===== src/rtl/vend_dispenser_if.sv =====
// -----------------------------------------------------------------------------
// vend_dispenser_if
// Handshake and status bundle between the vending controller (master) and the
// dispenser/payout unit (slave).
//   dispenser_go           controller -> dispenser  start request (level)
//   vend[8:0]              controller -> dispenser  vend code
//   change[9:0]            controller -> dispenser  change to pay, in cents
//   restock                controller -> dispenser  reload all slot counts
//   dispenser_done_signal  dispenser -> controller  one-cycle completion pulse
//   dispenser_busy         dispenser -> controller  transaction in progress
//   inventory_signal[39:0] dispenser -> controller  ten 4-bit slot counts
//   motor_en, motor_slot   dispenser -> controller  slot motor drive
//   coin_out[4:0]          dispenser -> controller  one-hot coin eject pulse
//   sold_out_err           dispenser -> controller  requested slot empty/invalid
// -----------------------------------------------------------------------------
interface vend_dispenser_if;
   logic        dispenser_go;
   logic [8:0]  vend;
   logic [9:0]  change;
   logic        restock;
   logic        dispenser_done_signal;
   logic        dispenser_busy;
   logic [39:0] inventory_signal;
   logic        motor_en;
   logic [3:0]  motor_slot;
   logic [4:0]  coin_out;
   logic        sold_out_err;

   modport master (
      output dispenser_go, vend, change, restock,
      input  dispenser_done_signal, dispenser_busy, inventory_signal,
             motor_en, motor_slot, coin_out, sold_out_err
   );

   modport slave (
      input  dispenser_go, vend, change, restock,
      output dispenser_done_signal, dispenser_busy, inventory_signal,
             motor_en, motor_slot, coin_out, sold_out_err
   );
endinterface


===== src/rtl/vend_dispenser.sv =====
// -----------------------------------------------------------------------------
// vend_dispenser
// Dispenser/payout unit. Accepts a vend code and change amount on the rising
// edge of dispenser_go, runs the slot motor for MOTOR_CYCLES cycles, decrements
// the owned 10-slot inventory, pays change greedily as one-coin pulses spaced
// by COIN_GAP idle cycles, then pulses dispenser_done_signal.
// Ports:
//   clk    system clock, rising edge
//   reset  synchronous, active-high
//   bus    vend_dispenser_if.slave (handshake, inventory, motor, coin outputs)
// -----------------------------------------------------------------------------
module vend_dispenser #(
   parameter int unsigned MOTOR_CYCLES = 4,
   parameter int unsigned COIN_GAP     = 2,
   parameter logic [3:0]  INIT_COUNT   = 4'd9
) (
   input  logic              clk,
   input  logic              reset,
   vend_dispenser_if.slave   bus
);

   typedef enum logic [2:0] {S_IDLE, S_VEND, S_COIN, S_GAP, S_DONE} state_t;

   localparam logic [7:0] MOTOR_LAST = 8'(MOTOR_CYCLES - 1);
   // GAP is never entered when COIN_GAP is 0, so its terminal value is moot then.
   localparam logic [3:0] GAP_LAST   = (COIN_GAP == 0) ? 4'd0 : 4'(COIN_GAP - 1);

   state_t      state, state_nxt;
   logic        go_q;
   logic [3:0]  slot_q;
   logic [9:0]  remaining;
   logic [7:0]  motor_cnt;
   logic [3:0]  gap_cnt;
   logic [39:0] inv;
   logic        sold_out_q;

   logic        accept;
   logic        slot_valid;
   logic [3:0]  req_cnt;
   logic        item_ok;
   logic        item_bad;
   logic        motor_last;
   logic        gap_last;
   logic [4:0]  coin_sel;

   logic        done_c, busy_c, motor_en_c;
   logic [3:0]  motor_slot_c;
   logic [4:0]  coin_c;

   // Largest denomination not exceeding the amount; zero when nothing is owed.
   function automatic logic [4:0] pick_coin(input logic [9:0] amt);
      if (amt >= 10'd100)     return 5'b10000;
      else if (amt >= 10'd25) return 5'b01000;
      else if (amt >= 10'd10) return 5'b00100;
      else if (amt >= 10'd5)  return 5'b00010;
      else if (amt != 10'd0)  return 5'b00001;
      else                    return 5'b00000;
   endfunction

   function automatic logic [9:0] coin_value(input logic [4:0] coin);
      case (coin)
         5'b10000: return 10'd100;
         5'b01000: return 10'd25;
         5'b00100: return 10'd10;
         5'b00010: return 10'd5;
         5'b00001: return 10'd1;
         default:  return 10'd0;
      endcase
   endfunction

   assign accept     = (state == S_IDLE) && bus.dispenser_go && !go_q;
   assign slot_valid = (bus.vend[3:0] <= 4'd9);

   // Count of the requested slot; out-of-range slots read as zero.
   always_comb begin
      req_cnt = 4'd0;
      for (int n = 0; n < 10; n++) begin
         if (bus.vend[3:0] == 4'(n)) req_cnt = inv[4*n +: 4];
      end
   end

   assign item_ok    = (bus.vend != 9'd0) && slot_valid && (req_cnt != 4'd0);
   assign item_bad   = (bus.vend != 9'd0) && (!slot_valid || (req_cnt == 4'd0));
   assign motor_last = (motor_cnt == MOTOR_LAST);
   assign gap_last   = (gap_cnt == GAP_LAST);
   assign coin_sel   = pick_coin(remaining);

   always_ff @(posedge clk) begin
      if (reset) state <= S_IDLE;
      else       state <= state_nxt;
   end

   always_comb begin
      state_nxt    = state;
      done_c       = 1'b0;
      busy_c       = 1'b1;
      motor_en_c   = 1'b0;
      motor_slot_c = 4'd0;
      coin_c       = 5'd0;
      case (state)
         S_IDLE: begin
            busy_c = 1'b0;
            if (accept) state_nxt = item_ok ? S_VEND : S_COIN;
         end
         S_VEND: begin
            motor_en_c   = 1'b1;
            motor_slot_c = slot_q;
            if (motor_last) state_nxt = S_COIN;
         end
         S_COIN: begin
            coin_c = coin_sel;
            if (remaining == 10'd0)  state_nxt = S_DONE;
            else if (COIN_GAP != 0)  state_nxt = S_GAP;
         end
         S_GAP: begin
            if (gap_last) state_nxt = S_COIN;
         end
         S_DONE: begin
            done_c    = 1'b1;
            state_nxt = S_IDLE;
         end
         default: state_nxt = S_IDLE;
      endcase
   end

   always_ff @(posedge clk) begin
      if (reset) begin
         go_q       <= 1'b0;
         slot_q     <= 4'd0;
         remaining  <= 10'd0;
         motor_cnt  <= 8'd0;
         gap_cnt    <= 4'd0;
         sold_out_q <= 1'b0;
         inv        <= {10{INIT_COUNT}};
      end else begin
         go_q <= bus.dispenser_go;
         case (state)
            S_IDLE: begin
               if (accept) begin
                  slot_q     <= bus.vend[3:0];
                  remaining  <= bus.change;
                  sold_out_q <= item_bad;
                  motor_cnt  <= 8'd0;
               end else if (bus.restock) begin
                  inv <= {10{INIT_COUNT}};
               end
            end
            S_VEND: begin
               motor_cnt <= motor_cnt + 8'd1;
               // Decrement lands on the last motor cycle; guarded against wrap.
               if (motor_last) begin
                  for (int n = 0; n < 10; n++) begin
                     if ((slot_q == 4'(n)) && (inv[4*n +: 4] != 4'd0))
                        inv[4*n +: 4] <= inv[4*n +: 4] - 4'd1;
                  end
               end
            end
            S_COIN: begin
               remaining <= remaining - coin_value(coin_sel);
               gap_cnt   <= 4'd0;
            end
            S_GAP: begin
               gap_cnt <= gap_cnt + 4'd1;
            end
            default: ;
         endcase
      end
   end

   assign bus.dispenser_done_signal = done_c;
   assign bus.dispenser_busy        = busy_c;
   assign bus.motor_en              = motor_en_c;
   assign bus.motor_slot            = motor_slot_c;
   assign bus.coin_out              = coin_c;
   assign bus.sold_out_err          = sold_out_q;
   assign bus.inventory_signal      = inv;

endmodule


===== src/flat_wrapper.sv =====
// flat-port wrapper written by rule: the top's interface ports become plain ports
module vend_dispenser_flat 
#(
   parameter int unsigned MOTOR_CYCLES = 4,
   parameter int unsigned COIN_GAP     = 2,
   parameter logic [3:0]  INIT_COUNT   = 4'd9
)
  (clk, reset, bus_dispenser_go, bus_vend, bus_change, bus_restock, bus_dispenser_done_signal, bus_dispenser_busy, bus_inventory_signal, bus_motor_en, bus_motor_slot, bus_coin_out, bus_sold_out_err);
  vend_dispenser_if bus_i ();
  input  logic clk;
  input  logic reset;
  input wire logic [$bits(bus_i.dispenser_go)-1:0] bus_dispenser_go;
  input wire logic [$bits(bus_i.vend)-1:0] bus_vend;
  input wire logic [$bits(bus_i.change)-1:0] bus_change;
  input wire logic [$bits(bus_i.restock)-1:0] bus_restock;
  output wire logic [$bits(bus_i.dispenser_done_signal)-1:0] bus_dispenser_done_signal;
  output wire logic [$bits(bus_i.dispenser_busy)-1:0] bus_dispenser_busy;
  output wire logic [$bits(bus_i.inventory_signal)-1:0] bus_inventory_signal;
  output wire logic [$bits(bus_i.motor_en)-1:0] bus_motor_en;
  output wire logic [$bits(bus_i.motor_slot)-1:0] bus_motor_slot;
  output wire logic [$bits(bus_i.coin_out)-1:0] bus_coin_out;
  output wire logic [$bits(bus_i.sold_out_err)-1:0] bus_sold_out_err;
  assign bus_i.dispenser_go = bus_dispenser_go;
  assign bus_i.vend = bus_vend;
  assign bus_i.change = bus_change;
  assign bus_i.restock = bus_restock;
  assign bus_dispenser_done_signal = bus_i.dispenser_done_signal;
  assign bus_dispenser_busy = bus_i.dispenser_busy;
  assign bus_inventory_signal = bus_i.inventory_signal;
  assign bus_motor_en = bus_i.motor_en;
  assign bus_motor_slot = bus_i.motor_slot;
  assign bus_coin_out = bus_i.coin_out;
  assign bus_sold_out_err = bus_i.sold_out_err;
  vend_dispenser #(.MOTOR_CYCLES(MOTOR_CYCLES), .COIN_GAP(COIN_GAP), .INIT_COUNT(INIT_COUNT)) u_core (.clk(clk), .reset(reset), .bus(bus_i));
endmodule

===== config.mk =====
export PLATFORM = sky130hd
export DESIGN_NAME = vend_dispenser_flat
export DESIGN_NICKNAME = d
export VERILOG_FILES = /design/src/rtl/vend_dispenser_if.sv /design/src/rtl/vend_dispenser.sv /design/src/flat_wrapper.sv
export SDC_FILE = /design/constraint.sdc
export NUM_CORES = 1
export LEC_CHECK = 0
export ABC_AREA = 1
export BUFFER_PORTS_ARGS = -buffer_cell sky130_fd_sc_hd__buf_2
export CAP_MARGIN = 20
export CORE_AREA = 2 2 151 109
export DETAILED_ROUTE_END_ITERATION = 16
export DIE_AREA = 0 0 153 111
export PLACE_DENSITY_LB_ADDON = 0.12
export SYNTH_ARGS = -nofsm -noshare
export SYNTH_HDL_FRONTEND = slang
export SYNTH_SLANG_ARGS = --single-unit

===== constraint.sdc =====
create_clock -name clk -period 2.7 [get_ports clk]
set_input_delay 0.405 -clock clk [delete_from_list [all_inputs] [get_ports clk]]
set_output_delay 0.405 -clock clk [all_outputs]
set_load 0.01 [all_outputs]

==> key figures <==
Outcome
  • Outcome: finished, violations left
  • Failing checks: setup timing

Layout
  • Cell Count, Final, Fillers Out: 954
  • Post-synthesis to final-layout area growth: 28.2%
  • Fillcell total: 1696
  • Area occupied by multi-input gates: 0.00254 mm2
  • Share of layout cells above drive strength 1: 22.2%
  • Cell area after layout: 0.00550 mm2
  • Fin nets: 801
  • Final core occ: 34.9%
  • Antenna diode instance count: 0
  • Area used by sequential logic in the layout: 0.00142 mm2

Global route
  • Aggregate global routing overflow: 0
  • Initial antenna violation count: 0
  • Global-route wire length before repair: 21.7 mm
  • GRT Resource Usage Total: 16.0%
  • Vias in the first global route: 4189
  • Pin count of the biggest net entering global routing: 20

Die
  • Initial standard-cell utilization of the core: 27.2%
  • I/O pin cnt: 76
  • Core outline area: 0.0158 mm2
  • Die outline width: 153 um
  • Full die area: 0.0170 mm2
  • Site row count: 39
  • Die Span Y: 111 um

Pwr
  • Clock group share of total power: 16.0%
  • Int Pwr: 3570 uW
  • Power density over cell area: 1220 mW/mm2
  • Worst ir drop on vdd: 0.498 mV
  • Switch share: 46.7%
  • Sequential share of power: 23.4%
  • Combinational power share: 60.6%
  • Leakage dissipation: 0.00248 uW
  • Switching power: 3130 uW

Placed design
  • Dpl cells: 935
  • Total of buffers placed on input and output ports: 75
  • Placed inst area: 0.00511 mm2
  • DP Wirelength: 10.2 mm
  • Routability congestion estimate from global placement: 0.829

Detailed routing
  • Number of DRC markers after the initial detailed-route iteration: 280
  • Number of search-and-repair iterations in the first detailed-routing pass: 5
  • DR DRC count: 0
  • ANT nets after route: 0
  • Drt wl/cell: 14.1 um
  • Highest metal used: met4
  • Via density: 4.74
  • Met3 routed WL: 665 um
  • Met2 WL: 5.50 mm
  • Detailed-routing wirelength on met1: 7.16 mm
  • Final wirelength: 13.4 mm
  • Routed vias: 4518

Synthesis
  • Synth area leaders: sky130_fd_sc_hd__dfxtp_1 33%, sky130_fd_sc_hd__ha_1 8.7%, sky130_fd_sc_hd__nand2_1 8.2%, sky130_fd_sc_hd__o21ai_0 8.2%, sky130_fd_sc_hd__inv_1 8.1%
  • Library cell with the largest summed area after synthesis: sky130_fd_sc_hd__dfxtp_1
  • Top cells by count, synth: 94 x sky130_fd_sc_hd__nand2_1, 93 x sky130_fd_sc_hd__inv_1, 87 x sky130_fd_sc_hd__nor2_1
  • Share of the synthesized area in the top cell type: 33.1%
  • Ys async rst share: 0%
  • Number of enable flip-flop cells after synthesis: 0
  • Synth Cell Area: 0.00429 mm2
  • Most numerous cell in the Yosys netlist: sky130_fd_sc_hd__nand2_1
  • Most common flop cell mapped by yosys: sky130_fd_sc_hd__dfxtp_1
  • Average cell area after synthesis: 6.73 um2
  • Unique masters post-synth: 43
  • Number of instances in the synthesized netlist: 638
  • Synthesized Nets: 692
  • Flip-flop and latch count after synthesis: 71
  • Yosys Warn Count: 0
  • Part of the Yosys area used for sequential elements: 33.1%

Setup path
  • Register-to-Register Path Depth: 22
  • Kind of end point of the critical path: flip-flop
  • Crit path max fanout: 3
  • Worst setup path category: reg2reg
  • Endpoint arrival time on the critical path: 3200 ps
  • Data required time of the critical path: 2970 ps
  • Register-to-register path setup slack: -230 ps
  • CP startpoint kind: flip-flop

STA
  • Setup repair after global routing missed its margin: yes
  • Hold violation total from the final report: 0
  • Count of final setup violators: 4
  • Number of pins exceeding their max-slew limit in the final report: 0
  • Maximum clock frequency: 0.341 GHz
  • Post-route worst setup slack: -229 ps
  • Skew final: 6.36 ps
  • Period utilisation layout: 108%
  • Final Critical Period: 2930 ps
  • Slew margin rel.: 62.7%
  • Worst Max-Slew Pin Slew: 556 ps

Clock network
  • CTS tree: built
  • Clock root buffer: sky130_fd_sc_hd__clkbuf_16
  • Insertion delay to the later sink of the worst-skew pair: 340 ps
  • Number of levels the H-tree was split into: 3
  • Inserted Clock Buffers: 9
  • Number of clock sinks: 71
  • CTS Buffer Depth: 2
  • Clock-pin transition on the worst setup and hold timing paths: 60 ps

Flow run
  • # Max-Cap Violations: 0

Hold path
  • Cell depth of the worst hold path: 3
  • Worst min-delay path class: in2reg
## flip-flops by register name, indices dropped and copies added, names as in the netlist
signal                       cells
u_core.state                     3
u_core.go_q                      1
u_core.bus.sold_out_err          1
u_core.motor_cnt                 8
u_core.bus.inventory_signal     40
u_core.slot_q                    4
u_core.gap_cnt                   4
u_core.remaining                10
## placed cells by master, fill, tap and decap left out, drive strengths merged, types with 2 or more instances in the layout
cell | netlist | final
buf | 4 | 112
inv | 99 | 99
nand2 | 98 | 98
nor2 | 88 | 88
o21ai | 74 | 74
dfxtp | 71 | 71
a21oi | 56 | 56
nand3 | 36 | 36
ha | 30 | 30
nor3 | 16 | 16
clkbuf | 10 | 11
o211ai | 10 | 10
nand4 | 9 | 9
a31oi | 9 | 9
nor4 | 4 | 4
and3 | 3 | 3
a221oi | 3 | 3
clkinv | 1 | 3
a211oi | 2 | 2
o221ai | 2 | 2
xor2 | 2 | 2
## metrics by stage
stage          hold slack (ps)  power (uW)  TNS (ps)  worst slack (ps)
6_report                   337        6690      -560              -229
5_1_grt                    337        7350     -2590              -544
4_1_cts                    327        6440      -405              -188
3_5_place_dp               460        5180      -665              -296
3_3_place_gp               453        5180      -473              -215
2_1_floorplan              443        3930     -40.0             -40.0
## power groups by stage
stage | combinational, uW | clock, uW | sequential [uW]
detailed placement | 3600 | 0 | 1590
global route | 4570 | 1150 | 1620
floorplan | 2280 | 0 | 1640
CTS | 3770 | 1110 | 1570
global placement | 3600 | 0 | 1580
finish | 4060 | 1070 | 1570
## logic make-up (layout without fill, tap and decap cells)
group	count (synthesis)	count (layout)	share of synthesized area, %
XOR/XNOR	3	3	0.612
flip-flops	71	71	33.1
AND/OR/NAND/NOR	257	257	25.9
AO/OA/AOI/OAI	162	162	20.9
buffers and inverters	114	225	10.2
adder cells (fa/ha/maj)	31	31	9.21
## worst max-delay path, cell delays in order, from the launching register on
cell and delay [ps]:
sky130_fd_sc_hd__dfxtp_2 320, sky130_fd_sc_hd__nor2_2 110, sky130_fd_sc_hd__nand2_2 70, sky130_fd_sc_hd__nor2_2 100, sky130_fd_sc_hd__inv_2 60, sky130_fd_sc_hd__nor3_4 190, sky130_fd_sc_hd__buf_4 140, sky130_fd_sc_hd__nand3b_1 120
sky130_fd_sc_hd__nand3_2 130, sky130_fd_sc_hd__ha_4 150, sky130_fd_sc_hd__inv_4 40, sky130_fd_sc_hd__fa_2 360, sky130_fd_sc_hd__nand2_2 70, sky130_fd_sc_hd__inv_2 40, sky130_fd_sc_hd__o21ai_2 120, sky130_fd_sc_hd__nand2_2 90
sky130_fd_sc_hd__nand2_2 60, sky130_fd_sc_hd__nand2_2 50, sky130_fd_sc_hd__a21oi_2 170, sky130_fd_sc_hd__buf_4 130, sky130_fd_sc_hd__xor2_1 130, sky130_fd_sc_hd__nand2_1 60, sky130_fd_sc_hd__a21oi_1 130
## worst paths after layout
path,startpoint,to
worst max-delay path,u_core.remaining[8]$_SDFFE_PP0P_,u_core.remaining[6]$_SDFFE_PP0P_
worst min register to register,u_core.gap_cnt[3]$_SDFFE_PP0P_,u_core.gap_cnt[3]$_SDFFE_PP0P_
worst min-delay path,bus_dispenser_go,u_core.go_q$_SDFF_PP0_
worst max register to register,u_core.remaining[8]$_SDFFE_PP0P_,u_core.remaining[6]$_SDFFE_PP0P_
## per-layer routing
layer,up-vias,track usage [%]
met5,-,0
met4,0,3.64
met3,8,4.14
met2,109,23.3
met1,2063,23.6
li1,2338,-
## layout make-up
type                       count  area share, %
multi-input combinational    453           46.1
inverter                     100           6.87
timing repair buffer         112           11.9
sequential                    71           25.9
tap                          205           4.66
clock buffer                  11           4.41
clock inverter                 2          0.182
## what timing repair did
item,in CTS,in global routing
pin swaps,12,14
setup buffers,2,4
setup endpoints to repair,5,12
gates resized for setup,8,19
hold buffers,0,0
(Power assumes the default switching activity.)
